===== src/rtl/imm_gen_pipe.sv =====
// Registered RV32/RV64 immediate generator with valid/ready handshake, flush and beat counter.
// Define IMM_GEN_SKID_EN to add a skid entry so in_ready no longer depends on out_ready.
module imm_gen_pipe #(
    parameter int XLEN  = 32,
    parameter int TAG_W = 5,
    parameter int CNT_W = 16
) (
    input  logic             clk,
    input  logic             rst_n,
    input  logic             flush,
    input  logic             in_valid,
    output logic             in_ready,
    input  logic [31:7]      instr,
    input  logic [2:0]       imm_src,
    input  logic [TAG_W-1:0] in_tag,
    output logic             out_valid,
    input  logic             out_ready,
    output logic [XLEN-1:0]  out_imm,
    output logic [TAG_W-1:0] out_tag,
    output logic             out_err,
    output logic [CNT_W-1:0] beat_cnt
);

    logic            sign;
    logic [31:0]     imm32;
    logic            next_err;
    logic [XLEN-1:0] next_imm;
    logic            accept;
    logic            fire;

    assign sign = instr[31];

    // Every RV32 form fits in 32 bits; Z and SH keep bit 31 clear, so one sign-extend serves all types.
    always_comb begin
        imm32    = '0;
        next_err = 1'b0;
        case (imm_src)
            3'd0: imm32 = {{20{sign}}, instr[31:20]};
            3'd1: imm32 = {{20{sign}}, instr[31:25], instr[11:7]};
            3'd2: imm32 = {{20{sign}}, instr[7], instr[30:25], instr[11:8], 1'b0};
            3'd3: imm32 = {instr[31:12], 12'b0};
            3'd4: imm32 = {{12{sign}}, instr[19:12], instr[20], instr[30:21], 1'b0};
            3'd5: imm32 = {27'd0, instr[19:15]};
            3'd6: imm32 = (XLEN == 64) ? {26'd0, instr[25:20]} : {27'd0, instr[24:20]};
            default: next_err = 1'b1;
        endcase
    end

    assign next_imm = XLEN'($signed(imm32));
    assign accept   = in_valid & in_ready;
    assign fire     = out_valid & out_ready;

`ifdef IMM_GEN_SKID_EN
    logic             skid_valid;
    logic [XLEN-1:0]  skid_imm;
    logic [TAG_W-1:0] skid_tag;
    logic             skid_err;

    assign in_ready = ~flush & ~skid_valid;

    // Skid only fills while the output is stalled, so it always holds the younger beat.
    always_ff @(posedge clk or negedge rst_n) begin
        if (!rst_n) begin
            out_valid  <= 1'b0;
            out_imm    <= '0;
            out_tag    <= '0;
            out_err    <= 1'b0;
            skid_valid <= 1'b0;
            skid_imm   <= '0;
            skid_tag   <= '0;
            skid_err   <= 1'b0;
        end else if (flush) begin
            out_valid  <= 1'b0;
            skid_valid <= 1'b0;
        end else if (!out_valid || out_ready) begin
            if (skid_valid) begin
                out_valid  <= 1'b1;
                out_imm    <= skid_imm;
                out_tag    <= skid_tag;
                out_err    <= skid_err;
                skid_valid <= 1'b0;
            end else if (accept) begin
                out_valid <= 1'b1;
                out_imm   <= next_imm;
                out_tag   <= in_tag;
                out_err   <= next_err;
            end else begin
                out_valid <= 1'b0;
            end
        end else if (accept) begin
            skid_valid <= 1'b1;
            skid_imm   <= next_imm;
            skid_tag   <= in_tag;
            skid_err   <= next_err;
        end
    end
`else
    assign in_ready = ~flush & (~out_valid | out_ready);

    always_ff @(posedge clk or negedge rst_n) begin
        if (!rst_n) begin
            out_valid <= 1'b0;
            out_imm   <= '0;
            out_tag   <= '0;
            out_err   <= 1'b0;
        end else if (flush) begin
            out_valid <= 1'b0;
        end else if (accept) begin
            out_valid <= 1'b1;
            out_imm   <= next_imm;
            out_tag   <= in_tag;
            out_err   <= next_err;
        end else if (fire) begin
            out_valid <= 1'b0;
        end
    end
`endif

    // Flush already gates in_ready, so the counter never sees a flushed beat.
    always_ff @(posedge clk or negedge rst_n) begin
        if (!rst_n) begin
            beat_cnt <= '0;
        end else if (accept) begin
            beat_cnt <= beat_cnt + 1'b1;
        end
    end

endmodule

===== config.mk =====
export PLATFORM = sky130hd
export DESIGN_NAME = imm_gen_pipe
export DESIGN_NICKNAME = d
export VERILOG_FILES = /design/src/rtl/imm_gen_pipe.sv
export SDC_FILE = /design/constraint.sdc
export NUM_CORES = 1
export LEC_CHECK = 0
export ABC_AREA = 0
export CORE_ASPECT_RATIO = 0.7
export CORE_MARGIN = 3
export CORE_UTILIZATION = 45
export CTS_CLUSTER_DIAMETER = 200
export DETAILED_ROUTE_END_ITERATION = 16
export GPL_TIMING_DRIVEN = 1
export PLACE_DENSITY = 0.81
export SLEW_MARGIN = 0
export SYNTH_ARGS = -nofsm -noshare
export SYNTH_HDL_FRONTEND = slang
export SYNTH_SLANG_ARGS = --single-unit

===== constraint.sdc =====
create_clock -name clk -period 2.1 [get_ports clk]
set_input_delay 0.315 -clock clk [delete_from_list [all_inputs] [get_ports clk]]
set_output_delay 0.315 -clock clk [all_outputs]
set_load 0.05 [all_outputs]

==> qor.yml <==
die:
  fp.coreArea_um2: 5400
  dieArea_um2: 6730
  start_util_pct: 48.1
  num_rows: 22
  dieWidth_um: 96.8
  ios: 94
  fp.dieH_um: 69.6
status:
  status: "complete, no violations"
route:
  num_vias: 2407
  drc: 0
  detail-route-antenna-nets: 0
  wl_per_cell_um: 15.4
  routed_wl_mm: 6.84
  drt_iter0_markers: 124
  first_pass_iters: 7
  via_per_inst: 5.43
cts:
  clock_sinks: 55
  postCtsResizedCells: 0
  cts_root_buffer: "clkbuf_8"
  clk_latency_ns: 0.30
  cts_setup_buffers: 0
  cts_tree: "yes"
  clk_pin_slew_ns: 0.10
  cts_buffers: 5
  htree_levels: 2
  hold_buffers: 0
  clk_path_buf_depth: 2
yosys:
  synthSimpleGateAreaFrac_pct: 18.0
  synth_edf_count: 0
  syn-num-nets: 313
  ys_warn_count: 0
  avgSynthCellArea_um2: 9.48
  synthCells: 274
  synth.distinct_cells: 36
  async_flop_share_pct: 100
  synth_compound_area_share_pct: 18.3
  synth-seq-area-share_pct: 53.0
  synth_area_um2: 2600
  synth-seq-cells: 55
  synth_top_family_by_area: "compound AO/OA/AOI/OAI gates"
  synth_xor_area_share_pct: 5.40
  synthAdderAreaFrac_pct: 0.916
  synth-main-ff-cell: "dfrtp_1"
  synthMuxAreaShare_pct: 0.819
timing:
  slew_violations: 0
  fmax_mhz: 515
  fin_worst_skew_ns: 0.00900
  worstMarginPinSlew_ns: 0.614
  fin_crit_ns: 1.94
  finalHoldViolCount: 0
  min_period_over_period_pct: 92.5
  setup_viol: 0
  rsz0062_at_grt: "false"
  slew-limit-headroom_pct: 59.1
  setup_tns_ns: 0
pwr:
  pwr_density_cell_nw_per_um2: 878
  peakVddDrop_v: 0.000499
  p_leak_nw: 1.58
worst_setup_path:
  critPathSlowestCell: "clkdlybuf4s50_1"
  critical_path_class: "flip-flop to output port"
  cp_max_fo: 6
  slowest_delay_ns: 0.85
  crit_path_start: "beat_cnt[8]$_DFFE_PN0P_"
  cp.arrival_ns: 1.63
  start_kind: "flip-flop"
  r2r-start: "beat_cnt[0]$_DFFE_PN0P_"
  cp_cell_sequence: "clkdlybuf4s50_1"
  end_kind: "output port"
  required_ns: 1.78
  worstPathBufferInverterCount: 1
  cp_top_family: "buffers and inverters"
grt:
  grt_pass1_vias: 2339
  antenna_found_initial: 0
  grt.total_usage_pct: 21.2
  grt_max_degree: 31
  grt_first_pass_wirelength_mm: 11.7
  gr-total-overflow: 0
placement:
  io_buffers: 93
  gp_congestion: 0.843
  dpl_cell_area_um2: 3660
  hpwl_mm: 5.23
run:
  drv_cap: 0
final_layout:
  diodes: 0
  fillCellCount: 441
  areaGrowthSynthToFinish_pct: 44.6
  design_area_um2: 3750
  regArea_um2: 1380
  final_layout_size_suffix_gt1_share_pct: 8.63
  multi_input_area_um2: 1130
  final_nets: 409
hold_path:
  hold_path_class: "input port to async pin"
registers in the layout, summed over array words and instances (netlist names):
signal     count
out_imm       32
beat_cnt      16
out_tag        5
out_err        1
out_valid      1
final cells by class:
type / instances / share of cell area [%]
flip-flops and latches: 55 / 36.7
clock inverters: 1 / 0.233
multi-input cells: 198 / 30.1
repair buffers: 107 / 28.1
clock buffers: 7 / 2.30
well taps: 72 / 2.40
inverters: 3 / 0.300
power by group:
part	switching (W)	internal (W)	total, W
logic	0.000866	0.000475	0.00134
registers	0.000132	0.00122	0.00135
clock network	0.000335	0.000271	0.000606
total	0.00133	0.00196	0.00330
routing by layer:
layer	up-vias	global-route usage (%)	wire [um]
li1	1144	-	-
met1	1147	30.0	3130
met2	108	32.2	3060
met3	8	6.13	588
met4	0	4.83	59
met5	-	0	0
path summary, 6_finish.rpt:
path,to,slack [ns],cells past startpoint
setup / recovery,beat_cnt[8],0.16,1
hold / removal,beat_cnt[13]$_DFFE_PN0P_,0.007,1
setup reg to reg,beat_cnt[14]$_DFFE_PN0P_,0.41,5
hold reg to reg,beat_cnt[15]$_DFFE_PN0P_,0.48,1
max in group asynchronous,out_imm[16]$_DFFE_PN0P_,1.52,2
min in group clk,beat_cnt[15]$_DFFE_PN0P_,0.48,1
stage by stage:
stage / hold WS (ns) / setup WS [ns] / util [%] / instances / power, W
CTS: 0.0232 / 0.159 / 69.6 / 443 / 0.00333
global route: 0.0234 / 0.0853 / 69.6 / 443 / 0.00348
floorplan: 0.0194 / 0.189 / - / 274 / 0.00218
finish: 0.00678 / 0.158 / 69.6 / 443 / 0.00330
global placement: 0.363 / 0.112 / 67.8 / 435 / 0.00269
detailed placement: 0.368 / 0.0383 / 67.8 / 435 / 0.00272
cell families after synthesis:
kind of cell / Yosys count
fa+ha+maj: 2
xor+xnor: 16
mux: 2
flops: 55
simple gates: 100
compound gates: 78
buf+inv: 21
layout by cell type, fill, tap and decap left out, drive strengths merged, types with 2 or more instances in the layout:
cell           netlist  layout
nor3                 3       3
nand4                7       7
nand2               58      58
o21ai               26      26
a22o                 5       5
buf                 12      16
nand3                6       6
dfrtp               55      55
inv                  3       3
clkdlybuf4s50        0      91
xor2                 3       3
clkbuf               6       7
o21a                 7       7
a222oi               4       4
nand2b               2       2
o221ai               7       7
a21oi               28      28
nor2b                7       7
nor2                11      11
xnor2               13      13
cell usage after synthesis (2+ instances only):
library cell	n	area share, %
nand2_1	58	8.4
dfrtp_1	55	53
a21oi_1	28	5.4
o21ai_0	25	4.8
xnor2_1	13	4.4
nor2_1	11	1.6
buf_2	9	1.7
nand4_1	7	1.7
o21a_1	7	2.0
o221ai_1	7	2.4
clkbuf_1	6	0.87
nand3_1	6	1.2
a22o_1	5	1.7
nor2b_1	5	1.2
a222oi_1	4	1.5
inv_1	3	0.43
xor2_1	3	1.0
buf_1	2	0.29
nor2b_2	2	0.67
nor3_1	2	0.39
Power figures use the tool's default switching activity.
